[src/rtl/trace_arbiter.sv]
// Round-robin arbiter sharing one cpu_checker among four character-trace sources:
// locks a source from '^' to '#', streams the line, and tags the verdict with the source.
module trace_arbiter #(
  parameter int unsigned LINE_MAX = 64
) (
  input  logic        clk,
  input  logic        reset,
  input  logic [3:0]  src_valid,
  input  logic [31:0] src_char,
  output logic [3:0]  src_ready,
  output logic [7:0]  chk_char,
  output logic        chk_reset,
  input  logic [1:0]  chk_format_type,
  input  logic [3:0]  chk_error_code,
  output logic        res_valid,
  output logic [1:0]  res_src,
  output logic [1:0]  res_format,
  output logic [3:0]  res_error,
  output logic        res_abort
);

  localparam int unsigned NSRC = 4;
  localparam int unsigned CW   = 8;
  localparam int unsigned LW   = 7;
  localparam logic [CW-1:0] CH_HEAD   = 8'h5E;
  localparam logic [CW-1:0] CH_TAIL   = 8'h23;
  localparam logic [LW-1:0] LEN_LIMIT = LW'(LINE_MAX);

  typedef enum logic [1:0] {IDLE, GRANT, DONE, ABORT} state_t;

  state_t        state, state_d;
  logic [1:0]    ptr, ptr_d, gnt, gnt_d, pick, idx;
  logic [LW-1:0] len, len_d, len_inc;
  logic [3:0]    cand, junk, ready_c;
  logic [CW-1:0] gnt_char;
  logic          chk_reset_d;
  logic          res_valid_d, res_abort_d;
  logic [1:0]    res_src_d, res_format_d;
  logic [3:0]    res_error_d;

  // Classify each head character: '^' bids for the checker, anything else is junk.
  always_comb begin
    cand = '0;
    junk = '0;
    for (int i = 0; i < int'(NSRC); i++) begin
      if (src_valid[i]) begin
        if (src_char[CW*i +: CW] == CH_HEAD) cand[i] = 1'b1;
        else                                 junk[i] = 1'b1;
      end
    end
  end

  // First candidate at or after ptr; scanning downward lets the nearest one win.
  always_comb begin
    pick = ptr;
    idx  = ptr;
    for (int k = int'(NSRC) - 1; k >= 0; k--) begin
      idx = ptr + 2'(k);
      if (cand[idx]) pick = idx;
    end
  end

  assign gnt_char = src_char[{gnt, 3'b000} +: CW];
  assign len_inc  = len + LW'(1);

  // Next-state and output decode.
  always_comb begin
    state_d      = state;
    ptr_d        = ptr;
    gnt_d        = gnt;
    len_d        = len;
    ready_c      = '0;
    chk_char     = '0;
    chk_reset_d  = 1'b0;
    res_valid_d  = 1'b0;
    res_src_d    = res_src;
    res_format_d = res_format;
    res_error_d  = res_error;
    res_abort_d  = res_abort;
    case (state)
      IDLE: begin
        ready_c = junk;
        if (|cand) begin
          gnt_d   = pick;
          len_d   = '0;
          state_d = GRANT;
        end
      end
      GRANT: begin
        ready_c[gnt] = src_valid[gnt];
        if (src_valid[gnt]) begin
          chk_char = gnt_char;
          len_d    = len_inc;
          if (gnt_char == CH_TAIL)       state_d = DONE;
          else if (len_inc == LEN_LIMIT) state_d = ABORT;
        end else begin
          state_d = ABORT;
        end
        // Abort verdict and checker flush both land in the ABORT cycle.
        if (state_d == ABORT) begin
          chk_reset_d  = 1'b1;
          res_valid_d  = 1'b1;
          res_src_d    = gnt;
          res_format_d = '0;
          res_error_d  = '0;
          res_abort_d  = 1'b1;
        end
      end
      DONE: begin
        res_valid_d  = 1'b1;
        res_src_d    = gnt;
        res_format_d = chk_format_type;
        res_error_d  = chk_error_code;
        res_abort_d  = 1'b0;
        ptr_d        = gnt + 2'd1;
        state_d      = IDLE;
      end
      ABORT: begin
        ptr_d   = gnt + 2'd1;
        state_d = IDLE;
      end
      default: state_d = IDLE;
    endcase
  end

  // Nothing is consumed while reset is held.
  assign src_ready = reset ? ready_c : '0;

  always_ff @(posedge clk or negedge reset) begin
    if (!reset) begin
      state      <= IDLE;
      ptr        <= '0;
      gnt        <= '0;
      len        <= '0;
      chk_reset  <= 1'b1;
      res_valid  <= 1'b0;
      res_src    <= '0;
      res_format <= '0;
      res_error  <= '0;
      res_abort  <= 1'b0;
    end else begin
      state      <= state_d;
      ptr        <= ptr_d;
      gnt        <= gnt_d;
      len        <= len_d;
      chk_reset  <= chk_reset_d;
      res_valid  <= res_valid_d;
      res_src    <= res_src_d;
      res_format <= res_format_d;
      res_error  <= res_error_d;
      res_abort  <= res_abort_d;
    end
  end

endmodule

[config.mk]
export PLATFORM = sky130hd
export DESIGN_NAME = trace_arbiter
export DESIGN_NICKNAME = d
export VERILOG_FILES = /design/src/rtl/trace_arbiter.sv
export SDC_FILE = /design/constraint.sdc
export NUM_CORES = 1
export LEC_CHECK = 0
export ABC_AREA = 1
export CORE_UTILIZATION = 30
export DETAILED_ROUTE_END_ITERATION = 8
export GPL_TIMING_DRIVEN = 0
export MAX_ROUTING_LAYER = met4
export PLACE_DENSITY_LB_ADDON = 0.25
export SYNTH_ARGS = -nofsm -noshare
export SYNTH_HDL_FRONTEND = slang
export SYNTH_SLANG_ARGS = --single-unit
[constraint.sdc]
create_clock -name clk -period 2.6 [get_ports clk]
set_clock_uncertainty 0.2 [all_clocks]
set_input_delay 0.65 -clock clk [delete_from_list [all_inputs] [get_ports clk]]
set_output_delay 0.65 -clock clk [all_outputs]
set_load 0.01 [all_outputs]
* Word level (Yosys, flattened, before mapping)
Index checks and enable logic that the tools add are counted.
** Operators by class
- Div/mod/pow operators :: 0
- Mux-type cells :: 56
- Shift operators :: 1
- Reduce and logical (&&, ||, !) cells :: 9
- Eq/ne operators :: 13
- Bitwise logic cells :: 1
- Order comparisons :: 6
- $add $sub $neg :: 5
- Multiply operators :: 0
** Operators with widths (number)
- 8-bit by 7-bit equality test with 1-bit output (second input constant) :: 4
- 32-bit by 6-bit variable part select with 8-bit output :: 1
- 1-bit 2-to-1 mux :: 25
- 2-bit 2-to-1 mux :: 11
- 8-bit 2-to-1 mux :: 2
- 4-bit one-hot mux with 2 select lines :: 2
- 2-bit by 3-bit < comparator with 1-bit output (second input constant) :: 5
- 7-bit 2-to-1 mux :: 2
- 7-bit one-hot mux with 2 select lines :: 1
- 1-bit binary-select mux with 2-bit select :: 5
- 8-bit by 6-bit equality test with 1-bit output (second input constant) :: 1
- 4-bit 2-to-1 mux :: 2
- 2-bit one-hot mux with 2 select lines :: 2
- 7-bit by 1-bit adder with 7-bit output (second input constant) :: 1
- 7-bit equality test (second input constant) :: 1
- 2-bit equality test (second input constant) :: 3
- 2-bit inequality test (second input constant) :: 3
- 2-bit one-hot mux with 3 select lines :: 1
- 2-bit by 1-bit adder with 2-bit output (second input constant) :: 2
- 2-bit adder (second input constant) :: 2
- 4-bit bitwise AND :: 1
- 1-bit one-hot mux with 2 select lines :: 2
- 2-bit AND reduction :: 2
- 2-bit nonzero test :: 2
- 8 further kinds :: 8
** Word-level totals
- Memory bits (read-only) :: 0
- Latch bits :: 0
- Word-level logic and storage cells :: 101
- Bits in registers :: 24
- Memories kept :: 0
- Bits in writable memories :: 0
- Output and inout bits :: 23
- Input port bits :: 44

* Depth between registers and ports, before layout
- Word-level depth :: 9
- Depth in mapped cells :: 15
- Depth with buffers taken out :: 15

* Worst setup path before layout
Ideal clock, no wire load.
- Kind :: input port to output port
- Start point :: input port src_valid[0]
- End point :: output port src_ready[0]
- Path buffers :: 0
- Stages on the path :: 8
- Required time :: 1750 ps
- Arrival :: 1446 ps
- Setup slack :: 304 ps
- Cells stage by stage :: inv_1 > a21oi_1 > o21ai_1 > o21ai_2 > nand2_2 > inv_2 > a32oi_1 > nor2_1
** Between the ends
- Longest elaborated chain between the ends :: 5
- Elaborated cells between the ends (all ways) :: 6
- Classes of those cells :: mux: 5; bitwise: 1
** RTL lines
- start: declaration :: RTL line 8 : input logic [3:0] src_valid,
- 1-bit binary-select mux with 2-bit select :: RTL line 90 : ready_c[gnt] = src_valid[gnt];
- 1-bit 2-to-1 mux (implied by the code) :: RTL line 90
- 4-bit bitwise AND (no source line)
- 4-bit one-hot mux with 2 select lines * :: RTL line 80 : case (state)
- 4-bit 2-to-1 mux * :: RTL line 127 : assign src_ready = reset ? ready_c : '0;
- end: declaration :: RTL line 10 : output logic [3:0] src_ready,
Every way passes the cells marked *; elsewhere a longest branch is shown, timed or not. The select of a mux whose other input is x is not followed.

* Worst setup path after layout
- Start point :: input port src_char[13]
- End point :: output port src_ready[1]
** Between the ends
- Longest elaborated chain between the ends :: 5
** RTL lines
- start: declaration :: RTL line 9 : input logic [31:0] src_char,
- 8-bit by 7-bit equality test with 1-bit output :: RTL line 47 : if (src_char[CW*i +: CW] == CH_HEAD) cand[i] = 1'b1;
- 1-bit 2-to-1 mux :: RTL line 47
- 1-bit 2-to-1 mux :: RTL line 46 : if (src_valid[i]) begin
- 4-bit one-hot mux with 2 select lines :: RTL line 80
- 4-bit 2-to-1 mux :: RTL line 127
No other way between the ends.

==> impl_metrics.csv <==
group,metric,value,unit
outcome,outcome,"finished with violations",
outcome,failed_checks,"DRC",
synthesis,synthTopCellsByArea,"dfrtp_1, nand2_1, nand3_1",
clock_tree,cts.clk_slew.worst_paths,0.09,ns
route,routed-via-count,2401,
power_and_ir_drop,cell_internal_pwr,1.34,mW
global_routing,peak_usage_layer_in_the_global_routing_report,"met2",
clock_tree,cts_num_sinks,24,
clock_tree,cts-buffers-inserted,3,
timing,grt_setup_unrepaired,"true",
synthesis,yosysWarningCount,0,
power_and_ir_drop,pwr_density_cell,794,mW/mm²
route,route.detailed.vias_per_inst,4.76,
setup_path,crit_slowest_cell,"dlygate4sd2_1",
setup_path,r2r-start,"state[0]$_DFFE_PN0P_",
placed_design,place_inst,471,
floorplanning,floorplan.initialDensity,31.6,%
global_routing,global_route.overflow_total,0,
clock_tree,cts_tree,"built",
clock_tree,cts_root_buffer,"clkbuf_8",
timing,report.final.setup_viol,0,
synthesis,synthesis.area_per_instance,6.19,µm²
synthesis,synthesis.instances,328,
clock_tree,hold_fix_buffer_count_after_cts,0,
route,drc_errors,8,
worst_hold_path,hold_class,"primary input to asynchronous set/reset pin",
timing,slew-limit-headroom,69.3,%
timing,worstMarginPinSlew,0.460,ns
layout,layout_commonest_cell,"nand2_1",
global_routing,antenna_found_initial,0,
layout,n_antenna_cell,0,
setup_path,path_delay_family,"buffers and inverters",
floorplanning,vert_die_dim,84.3,µm
setup_path,critPathLaunch,"src_char[13]",
layout,layout_common_cells,"nand2_1, nand3_1, inv_1",
setup_path,cp.arrival,1.69,ns
route,wl,6310,µm
timing,drv_slew,0,
setup_path,worst_path_required,1.75,ns
clock_tree,clockBufferDepth,2,
floorplanning,design.core.area,0.00642,mm²
route,detail_route.iter0.violations,107,
synthesis,post-synth-top-area-fraction,28.4,%
floorplanning,area_of_the_die,0.00710,mm²
timing,setup_tns,0,ns
timing,period_minus_slack,2.54,ns
power_and_ir_drop,fraction_of_power_spent_switching_nets,44.9,%
placed_design,numPortBuffers,66,
setup_path,timing.critical_path.from_type,"primary input",
route,antenna_left,0,
synthesis,yosysUniqueCellTypes,32,
setup_path,reg2reg_to,"res_abort$_DFFE_PN0P_",
setup_path,worstSetupPathDepth,8,
setup_path,crit_path_capture_type,"primary output",
route,detailedRoute.firstPassIterationCount,6,
clock_tree,cts_max_level,1,
setup_path,timing.reg2reg.worst_path_depth,9,
global_routing,wire_length_of_the_first_global_routing_pass,10200,µm
layout,flow.area_growth_from_synthesis,51.0,%
global_routing,gr-usage-all-layers,18.3,%
synthesis,cell_area_after_synthesis,0.00203,mm²
power_and_ir_drop,power_frac_seq,24.3,%
setup_path,timing.setup.critical_path_class,"primary input to primary output",
synthesis,yosysSeqAreaShare,29.7,%
timing,timing_hold_violations_final,0,
timing,crit_share_post_route,97.7,%
setup_path,crit_top_cell,"nand2_1",
layout,final_layout_size_suffix_gt1_share,19.9,%
clock_tree,clock_insertion_delay_worst_skew,0.27,ns
timing,maximum_operating_frequency,394,MHz
power_and_ir_drop,comb_power_share,62.1,%
global_routing,met2_usage,31.1,%
floorplanning,placementRows,29,
power_and_ir_drop,total_switching_power,1.09,mW
global_routing,gr-usage-met1,23.7,%
global_routing,grt_max_degree,26,
floorplanning,top_level_ports,67,
setup_path,max_stage_delay,0.23,ns
route,post_drt_wl_per_cell,12.5,µm
setup_path,critical_path.cell_chain,"dlygate4sd2_1 > inv_1 > nand2_1 > nor2_2 > nand2_1 > a32oi_1 > nor2_1 > buf_2",
synthesis,synth_top_area_cell,"dfrtp_1",
power_and_ir_drop,power.share.clock,13.6,%
layout,finish.net_count,481,
flow_run,maxCapViolCount,0,
placed_design,gp_congestion,0.887,
setup_path,cp.buffers_inverters,3,
global_routing,vias_in_the_first_global_route,2183,
floorplanning,die_width,84.3,µm
power_and_ir_drop,irDropWorstVdd,0.319,mV
layout,post_layout_nonfiller_instances,504,
setup_path,ff2ff_setup_slack,0.26,ns
placed_design,dp.final_hpwl,4670,µm
power_and_ir_drop,p_leak,1.68,nW
synthesis,synth-seq-cells,24,
synthesis,synth.net_count,381,
setup_path,timing.critical_path.fanout_max,2,
global_routing,met3_usage,2.75,%
-- logic make-up (layout without fill, tap and decap cells) --
logic type | Yosys count | count (layout) | synth area share (%)
AOI/OAI and AO/OA | 33 | 33 | 10.9
xor gates and xnor gates | 3 | 3 | 1.29
adders and majority gates | 9 | 9 | 5.55
buffers and inverters | 51 | 150 | 10.4
DFF | 24 | 24 | 29.7
and+or+nand+nor | 208 | 208 | 42.3
-- state kept, by name (all words and copies together) (netlist names) --
name and count:
state 2, res_format 2, ptr 2, len 7, res_abort 1, gnt 2, res_error 4, res_src 2
res_valid 1, chk_reset 1
-- stage by stage --
step	instance area (µm²)	worst slack [ns]	power, mW	util [%]	hold slack [ns]
floorplan	2030	0.304	1.50	-	0.154
global placement	2790	-1.24	1.99	43.4	0.292
detailed placement	2790	-1.24	2.01	43.4	0.293
CTS	3020	-0.0160	2.42	47.0	0.172
global route	3070	-0.0141	2.66	47.7	0.114
finish	3070	0.0601	2.43	47.7	0.102
-- cell usage after synthesis --
cell type / number
o21ai_0: 3
a21boi_1: 1
o31ai_1: 1
nand2_2: 4
or2_2: 1
ha_1: 9
nand2_1: 124
o211ai_1: 1
inv_1: 38
o21ai_1: 7
buf_2: 3
nor3_1: 1
a32oi_1: 4
buf_6: 2
a31oi_1: 1
xor2_1: 3
o211ai_2: 1
nor2_2: 1
nand3_1: 41
nand4_1: 2
nor2_1: 32
o21ai_2: 1
a32o_1: 3
buf_1: 1
and2_1: 2
dfrtp_1: 23
inv_2: 5
a21oi_1: 8
o21bai_1: 1
a21o_1: 1
dfstp_2: 1
clkbuf_1: 2
-- layer usage --
layer	routed length (µm)	vias to the layer above	share of wire (%)
met3	256	4	4.1
met2	3130	41	50
met5	0	-	0
met1	2880	1117	46
met4	38	0	0.60
li1	-	1239	-
-- how the worst max path moves through the flow --
| stage | endpoint |
|---|---|
| floorplan | src_ready[0] |
| finish | src_ready[1] |
| global route | src_ready[3] |
| global placement | src_ready[3] |
| CTS | src_ready[1] |
| detailed placement | src_ready[3] |
-- area by class of cell --
| class | instances | area [µm²] |
|---|---|---|
| timing repair buffer | 97 | 802 |
| clock buffer | 3 | 41.3 |
| buffer | 6 | 48.8 |
| clock inverter | 1 | 30.0 |
| multi-input combinational | 253 | 1270 |
| inverter | 43 | 169 |
| tap | 77 | 96.3 |
| sequential | 24 | 604 |
| fill | 677 | 3360 |
-- what timing repair did --
item                       CTS  global route
buffers inserted            26             5
setup endpoints to repair   12            14
cloned                       0             0
pin swaps                   24             9
resized for setup          109            12
-- power groups by stage --
stage,Sequential (mW),Combinational [mW],Clock (mW)
after floorplan,0.611,0.887,0
after global placement,0.597,1.40,0
after detailed placement,0.602,1.41,0
after CTS,0.591,1.49,0.340
after global routing,0.608,1.69,0.356
final,0.592,1.51,0.331
Power figures use the tool's default switching activity.
